==> src/rtl/audio_pkg.sv <==
// Shared types and constants for the audio PWM DAC slice.
// Optional feature macro used by this slice: AUDIO_PWM_SOFT_START_EN.
package audio_pkg;

    typedef enum logic [1:0] {
        IDLE  = 2'd0,
        RUN   = 2'd1,
        DRAIN = 2'd2
    } dac_state_t;

    localparam int SAMPLE_W = 8;
    localparam logic [SAMPLE_W-1:0] SOFT_STEP = 8'd16;

    // Unsigned add that clamps at full scale instead of wrapping.
    function automatic logic [SAMPLE_W-1:0] sat_add(
        input logic [SAMPLE_W-1:0] a,
        input logic [SAMPLE_W-1:0] b
    );
        logic [SAMPLE_W:0] sum;
        sum = {1'b0, a} + {1'b0, b};
        return sum[SAMPLE_W] ? {SAMPLE_W{1'b1}} : sum[SAMPLE_W-1:0];
    endfunction

    // Smaller of two unsigned sample values.
    function automatic logic [SAMPLE_W-1:0] min_u(
        input logic [SAMPLE_W-1:0] a,
        input logic [SAMPLE_W-1:0] b
    );
        return (a < b) ? a : b;
    endfunction

endpackage

==> src/rtl/audio_pwm_dac_if.sv <==
// Sample bus between the sound generator (master) and the PWM DAC (slave).
interface audio_pwm_dac_if;
    import audio_pkg::*;

    logic [SAMPLE_W-1:0] sample_i;
    logic                enable_i;
    logic [1:0]          vol_i;
    logic                sample_req_o;
    logic                pwm_o;
    logic                busy_o;

    modport master (
        output sample_i, enable_i, vol_i,
        input  sample_req_o, pwm_o, busy_o
    );

    modport slave (
        input  sample_i, enable_i, vol_i,
        output sample_req_o, pwm_o, busy_o
    );

endinterface

==> src/rtl/pwm_frame_counter.sv <==
// Free-running PWM frame counter: synchronous clear, count enable,
// natural wrap at 2**CNT_BITS, and a flag on the last count of a frame.
module pwm_frame_counter #(
    parameter int CNT_BITS = 8
) (
    input  logic                clk,
    input  logic                rst,
    input  logic                clr,
    input  logic                en,
    output logic [CNT_BITS-1:0] cnt,
    output logic                last
);

    // Count register: clear wins over enable, wraps to 0 after all-ones.
    always_ff @(posedge clk or negedge rst) begin
        // NOTE: non-blocking assignments for every register so all flops
        // update together from pre-edge values, independent of block order.
        if (!rst) begin
            cnt <= '0;
        end else if (clr) begin
            cnt <= '0;
        end else if (en) begin
            cnt <= cnt + 1'b1;
        end
    end

    assign last = (cnt == {CNT_BITS{1'b1}});

endmodule

==> src/rtl/audio_pwm_dac.sv <==
// Audio PWM DAC: latches one unsigned sample per PWM frame, converts it to a
// 1-bit PWM stream and lets a disable finish the current frame (no clicks).
// Optional: define AUDIO_PWM_SOFT_START_EN to ramp the level up over the
// first frames after leaving IDLE.
module audio_pwm_dac
    import audio_pkg::*;
#(
    parameter int                  CNT_BITS   = 8,
    parameter logic [SAMPLE_W-1:0] MUTE_LEVEL = 8'd0
) (
    input  logic             clk,
    input  logic             rst,
    audio_pwm_dac_if.slave   bus
);

    dac_state_t          state;
    dac_state_t          state_n;
    logic                latch;
    logic                go_idle;
    logic [CNT_BITS-1:0] cnt;
    logic                cnt_last;
    logic [SAMPLE_W-1:0] duty;
    logic [SAMPLE_W-1:0] target;
    logic [SAMPLE_W-1:0] duty_load;
    logic [CNT_BITS-1:0] duty_cmp;
    logic                sample_req;

    // Zero-filled attenuation; only consumed on a latch cycle.
    assign target = bus.sample_i >> bus.vol_i;

    pwm_frame_counter #(
        .CNT_BITS (CNT_BITS)
    ) u_counter (
        .clk  (clk),
        .rst  (rst),
        .clr  (state == IDLE),
        .en   (state != IDLE),
        .cnt  (cnt),
        .last (cnt_last)
    );

`ifdef AUDIO_PWM_SOFT_START_EN
    logic [SAMPLE_W-1:0] ramp;

    assign duty_load = min_u(target, ramp);

    // Soft-start ramp: steps once per latched sample, cleared whenever idle.
    always_ff @(posedge clk or negedge rst) begin
        if (!rst) begin
            ramp <= '0;
        end else if (latch) begin
            ramp <= sat_add(ramp, SOFT_STEP);
        end else if (go_idle || state == IDLE) begin
            ramp <= '0;
        end
    end
`else
    assign duty_load = target;
`endif

    // State register.
    always_ff @(posedge clk or negedge rst) begin
        if (!rst) begin
            state <= IDLE;
        end else begin
            state <= state_n;
        end
    end

    // Next-state logic plus the latch / mute strobes for the datapath.
    always_comb begin
        // NOTE: every output of this block gets a default first, so no path
        // through the case leaves a signal unassigned and infers a latch.
        state_n = state;
        latch   = 1'b0;
        go_idle = 1'b0;
        unique case (state)
            IDLE: begin
                if (bus.enable_i) begin
                    latch   = 1'b1;
                    state_n = RUN;
                end
            end
            RUN: begin
                if (cnt_last) begin
                    if (bus.enable_i) begin
                        latch = 1'b1;
                    end else begin
                        go_idle = 1'b1;
                        state_n = IDLE;
                    end
                end else if (!bus.enable_i) begin
                    state_n = DRAIN;
                end
            end
            DRAIN: begin
                if (cnt_last) begin
                    go_idle = 1'b1;
                    state_n = IDLE;
                end else if (bus.enable_i) begin
                    state_n = RUN;
                end
            end
            default: begin
                state_n = IDLE;
            end
        endcase
    end

    // Duty register and the one-cycle sample request that marks each latch.
    always_ff @(posedge clk or negedge rst) begin
        if (!rst) begin
            duty       <= MUTE_LEVEL;
            sample_req <= 1'b0;
        end else begin
            sample_req <= latch;
            if (latch) begin
                duty <= duty_load;
            end else if (go_idle) begin
                duty <= MUTE_LEVEL;
            end
        end
    end

    // Align the 8-bit duty with the counter width before comparing.
    generate
        if (CNT_BITS > SAMPLE_W) begin : g_wide
            assign duty_cmp = {{(CNT_BITS-SAMPLE_W){1'b0}}, duty};
        end else if (CNT_BITS < SAMPLE_W) begin : g_narrow
            assign duty_cmp = duty[SAMPLE_W-1 -: CNT_BITS];
        end else begin : g_equal
            assign duty_cmp = duty;
        end
    endgenerate

    // Outputs depend on registers only; no input reaches them combinationally.
    assign bus.pwm_o        = (state != IDLE) && (cnt < duty_cmp);
    assign bus.busy_o       = (state != IDLE);
    assign bus.sample_req_o = sample_req;

endmodule
==> src/flat_wrapper.sv <==
// flat-port wrapper written by rule: the top's interface ports become plain ports
module audio_pwm_dac_flat import audio_pkg::*;
#(
    parameter int                  CNT_BITS   = 8,
    parameter logic [SAMPLE_W-1:0] MUTE_LEVEL = 8'd0
)
  (clk, rst, bus_sample_i, bus_enable_i, bus_vol_i, bus_sample_req_o, bus_pwm_o, bus_busy_o);
  audio_pwm_dac_if bus_i ();
  input  logic clk;
  input  logic rst;
  input wire logic [$bits(bus_i.sample_i)-1:0] bus_sample_i;
  input wire logic [$bits(bus_i.enable_i)-1:0] bus_enable_i;
  input wire logic [$bits(bus_i.vol_i)-1:0] bus_vol_i;
  output wire logic [$bits(bus_i.sample_req_o)-1:0] bus_sample_req_o;
  output wire logic [$bits(bus_i.pwm_o)-1:0] bus_pwm_o;
  output wire logic [$bits(bus_i.busy_o)-1:0] bus_busy_o;
  assign bus_i.sample_i = bus_sample_i;
  assign bus_i.enable_i = bus_enable_i;
  assign bus_i.vol_i = bus_vol_i;
  assign bus_sample_req_o = bus_i.sample_req_o;
  assign bus_pwm_o = bus_i.pwm_o;
  assign bus_busy_o = bus_i.busy_o;
  audio_pwm_dac #(.CNT_BITS(CNT_BITS), .MUTE_LEVEL(MUTE_LEVEL)) u_core (.clk(clk), .rst(rst), .bus(bus_i));
endmodule
==> config.mk <==
export PLATFORM = sky130hd
export DESIGN_NAME = audio_pwm_dac_flat
export DESIGN_NICKNAME = d
export VERILOG_FILES = /design/src/rtl/audio_pkg.sv /design/src/rtl/audio_pwm_dac_if.sv /design/src/rtl/pwm_frame_counter.sv /design/src/rtl/audio_pwm_dac.sv /design/src/flat_wrapper.sv
export SDC_FILE = /design/constraint.sdc
export NUM_CORES = 1
export LEC_CHECK = 0
export BUFFER_PORTS_ARGS = -buffer_cell sky130_fd_sc_hd__buf_4
export CAP_MARGIN = 20
export CORE_MARGIN = 3
export CORE_UTILIZATION = 50
export DETAILED_ROUTE_END_ITERATION = 8
export PLACE_DENSITY_LB_ADDON = 0.2
export SYNTH_ARGS = -nofsm -noshare
export SYNTH_HDL_FRONTEND = slang
export SYNTH_SLANG_ARGS = --single-unit
==> constraint.sdc <==
create_clock -name clk -period 1.8 [get_ports clk]
set_clock_uncertainty 0.2 [all_clocks]
set_input_delay 0.27 -clock clk [delete_from_list [all_inputs] [get_ports clk]]
set_output_delay 0.27 -clock clk [all_outputs]
set_load 0.05 [all_outputs]
; Word-level counts from Yosys, hierarchy flattened
; Index checks and enable logic that the tools add are counted.
[word_totals]
reg_bits = 19
inputBits = 13
output_inout_bits = 3
word_cells = 33
[classes]
addsub = 1
order_cmp = 1
eq_ne = 4
n_shift = 1
mux = 17
reduce_logical = 5
[ops]
columns = op, n
row1 = $mux W8, 4
row2 = $mux W2, 5
row3 = $add A8 B1 Y8 const B, 1
row4 = $eq A8 B8 Y1 const B, 1
row5 = $lt A8 B8 Y1, 1
row6 = $shr A8 B2 Y8, 1
row7 = $pmux W2 S3, 1
row8 = $reduce_bool A2 Y1, 3
row9 = $mux W1, 5
row10 = $pmux W1 S2, 2
row11 = $eq A2 B1 Y1 const B, 1
row12 = $eq A2 B2 Y1 const B, 1
row13 = $logic_not A2 Y1, 1
row14 = $ne A2 B2 Y1 const B, 1
row15 = $logic_and A1 B1 Y1, 1

; Logic depth before layout (Yosys ltp)
[logic_depth]
depth_word = 5
mapped_depth = 6
depth_no_buf = 6

; Cells and area by module
; From an unflattened synthesis, not the netlist that was laid out.
[unflattened]
cells_unflattened = 122
area_unflattened_um2 = 1239.9
[by_module_without_submodules]
columns = module, instances, cells_per_inst, area_each_um2, seq_area_each_um2
row1 = audio_pwm_dac, 1, 83, 843.3, 275.3
row2 = pwm_frame_counter, 1, 39, 396.6, 200.2

; Worst setup path before layout
; No wires, ideal clock.
[synth_path]
path_kind = register -> output
start = reg u_core.u_counter.cnt[6]
end = out bus_pwm_o
t_arrival_ns = 2.079
required_ns = 1.330
path_slack_ns = -0.749
stages_incl_launch_ff = 5
n_path_buf = 0
path_cell_list = dfrtp_1 ha_1 and3_1 a2111o_1 a31oi_1
[synth_between]
elab_chain_len = 2
[synth_rtl]
columns = element, line
row1 = start: declaration, pwm_frame_counter.sv:10  ; output logic [CNT_BITS-1:0] cnt,
row2 = start signal: assignment, pwm_frame_counter.sv:23  ; cnt <= cnt + 1'b1;
row3 = $lt A8 B8 Y1, audio_pwm_dac.sv:137  ; assign bus.pwm_o = (state != IDLE) && (cnt < duty_cmp);
row4 = $logic_and A1 B1 Y1, audio_pwm_dac.sv:137
row5 = end: declaration, flat_wrapper.sv:15  ; output wire logic [$bits(bus_i.pwm_o)-1:0] bus_pwm_o;
; Every way passes these cells.

; Worst setup path in the final report
[layout_path]
start = reg u_core.duty[6]
end = out bus_pwm_o
[layout_between]
elab_chain_len = 2
[layout_rtl]
columns = element, line
row1 = start: declaration, audio_pwm_dac.sv:22  ; logic [SAMPLE_W-1:0] duty;
row2 = start signal: assignment, audio_pwm_dac.sv:118  ; duty <= duty_load;
row3 = $lt A8 B8 Y1, audio_pwm_dac.sv:137
row4 = $logic_and A1 B1 Y1, audio_pwm_dac.sv:137
; Every way passes these cells.

==> reports/metrics.yaml <==
cts_tree: "done"
power.switching_uw: 1010
pre_cts_slack_ns: -0.318
wl_per_cell_um: 16.0
dp_hpwl_um: 2040
yosysTopAreaCell: "dfrtp_1"
die_y_um: 55.0
overflow: 0
clk_pin_slew_ns: 0.12
clk_latency_ns: 0.30
fin_crit_sh: 1.34
syn_inst: 117
met2_length_um: 1610
leakagePower_uw: 0.000836
drv_slew: 0
cts_inserted_buffers: 3
io_pins: 16
cp-end-kind: "primary output"
pwr-share-clk: 0.090
met1_length_um: 1310
fill_cells: 154
grt_pass1_wl_um: 4240
path_class: "register to primary output"
comb_power_share: 0.649
routed-wl-met3_um: 99
drt_iter0_markers: 13
detail-route-antenna-nets: 0
die_area_um2: 3020
highest_layer: "met4"
area_delta_synth_final_pct: 43.5
cp_data_arrival_time_ns: 1.95
syn_nets: 142
timing.final.ws_setup_ns: -0.619
start_util: 0.532
critPathMaxFanout: 2
setup_tns_ns: -0.619
vias_per_cell: 5.59
synthTopCellsByArea: "dfrtp_1, ha_1, a22o_1"
yosys.area.top_type_share: 0.396
stdcell_area_um2: 1720
worstPathRequired_ns: 1.33
setup_viol: 1
grt_max_degree: 20
violations: "setup timing"
seqPwrFrac: 0.261
drc: 0
grt_pass1_vias: 983
cts-root-buf: "clkbuf_4"
syn-cell-area_um2: 1200
dr.pass1.iters: 4
num_antenna_cells: 0
hold_path.class: "input port to register"
powerDensity_nw_per_um2: 1440
peakVddDrop_uv: 1070
rows: 17
syn_area_per_cell_um2: 10.3
core_um2: 2250
drive_gt1_frac: 0.433
gp_congestion: 0.767
p_total_uw: 2470
wl_um: 3060
netlist-cell-type-count: 32
maxCapViolCount: 0
synth-warning-count: 0
htree_levels: 1
worstSetupStartpointType: "register"
antenna_found_initial: 0
placed_area_um2: 1490
ys_seq_area_frac: 0.396
clk_path_buf_depth: 2
synth-seq-cells: 19
die_x_um: 55.0
hold_viol_final: 0
clkSinkCount: 19
io_buffers: 15
nets: 190
intPower_uw: 1470
grt_use_total: 0.194
rsz0062_at_grt: "true"
fin_crit_ns: 2.42
max_freq_mhz: 413
switching_share: 0.407
via_count: 1074
tightest_slew_ns: 0.280
status: "finished, violations left"
max_slew_margin: 0.814
[worst max-delay path: stages (launching register included)]
cell	delay, ns
dfrtp_1	0.41
inv_1	0.10
ha_4	0.21
and3_4	0.16
a2111o_1	0.44
a31oi_4	0.15
buf_6	0.17
[cells in the mapped netlist (all sizes together)]
cell and n:
dfrtp 19, ha 12, inv 10, nor2 10
a21oi 7, nand2 7, a22o 6, nand3 6
nor2b 5, and3 4, o21ai 4, xnor2 3
xor2 3, a211o 2, a32o 2, clkbuf 2
mux2i 2, mux4 2, o31ai 2, a2111o 1
a211oi 1, a221oi 1, a31oi 1, and2b 1
buf 1, mux2 1, nand2b 1, nand4 1
[state kept, by name, summed over array words and instances (netlist names)]
name and count:
u_core.bus.sample_req_o 1, u_core.duty 8, u_core.state 2, u_core.u_counter.cnt 8
[cell usage in the layout (no fill, tap or decap), types with 2 or more instances in the layout]
master / count
buf_4: 40
dfrtp_1: 19
nor2_1: 10
inv_1: 7
nand2_1: 6
a21oi_1: 6
a22o_1: 6
ha_1: 6
nand3_1: 5
nor2b_1: 5
ha_4: 5
buf_6: 5
inv_2: 3
and3_1: 3
xor2_1: 3
xnor2_1: 3
o21ai_0: 3
clkbuf_4: 3
mux2i_1: 2
a211o_1: 2
a32o_1: 2
mux4_2: 2
[cell families (layout without fill, tap and decap cells)]
logic type | count (synthesis) | in the layout | synth area share
and+or+nand+nor | 35 | 35 | 0.153
AOI/OAI and AO/OA | 27 | 27 | 0.176
DFF | 19 | 19 | 0.396
buffers and inverters | 13 | 60 | 0.0417
adders and majority gates | 12 | 12 | 0.125
xor gates and xnor gates | 6 | 6 | 0.0438
muxes | 5 | 5 | 0.0636
[layout make-up]
class | instances | area, um^2 | area share
tap | 28 | 35.0 | 0.0203
multi-input combinational | 85 | 779 | 0.453
clock buffer | 3 | 22.5 | 0.0131
clock inverter | 1 | 5.00 | 0.00291
inverter | 10 | 37.5 | 0.0218
sequential | 19 | 475 | 0.276
timing repair buffer | 46 | 367 | 0.213
[final timing paths]
check	startpoint	endpoint	slack, ns	cells after the start
hold reg to reg	u_core.duty[2]	u_core.duty[2]	0.31	1
max in group asynchronous	rst	u_core.duty[2]	1.02	2
setup / recovery	u_core.duty[6]	bus_pwm_o	-0.62	6
min in group asynchronous	rst	u_core.u_counter.cnt[5]	0.17	2
hold / removal	bus_enable_i	u_core.state[0]	0.13	3
setup reg to reg	u_core.state[1]	u_core.duty[0]	0	8
[through the flow]
step	hold slack, ns	std cells	utilization
2_1_floorplan	-0.226	117	-
3_3_place_gp	-0.0412	175	0.661
3_5_place_dp	-0.0373	175	0.661
4_1_cts	0.106	183	0.692
5_1_grt	0.125	192	0.764
6_report	0.134	192	0.764
[timing repair]
action,in CTS,in global routing
gates resized for setup,6,16
endpoints found under the setup margin,6,12
pin swaps,4,12
endpoints found under the hold margin,19,0
buffers inserted,3,9
hold buffers,1,0
[power by group through the flow]
stage	clock network [uW]	logic, uW	registers (uW)
6_report	222	1600	645
5_1_grt	246	1730	666
4_1_cts	227	1290	644
3_5_place_dp	0	1180	653
3_3_place_gp	0	1140	645
2_1_floorplan	0	727	663
[metal layers]
layer  GRT usage  up-vias
li1            -      515
met1       0.236      529
met2       0.360       23
met3      0.0241        7
met4      0.0486        0
met5           0        -
No activity file was read; power rests on OpenSTA's default activity.
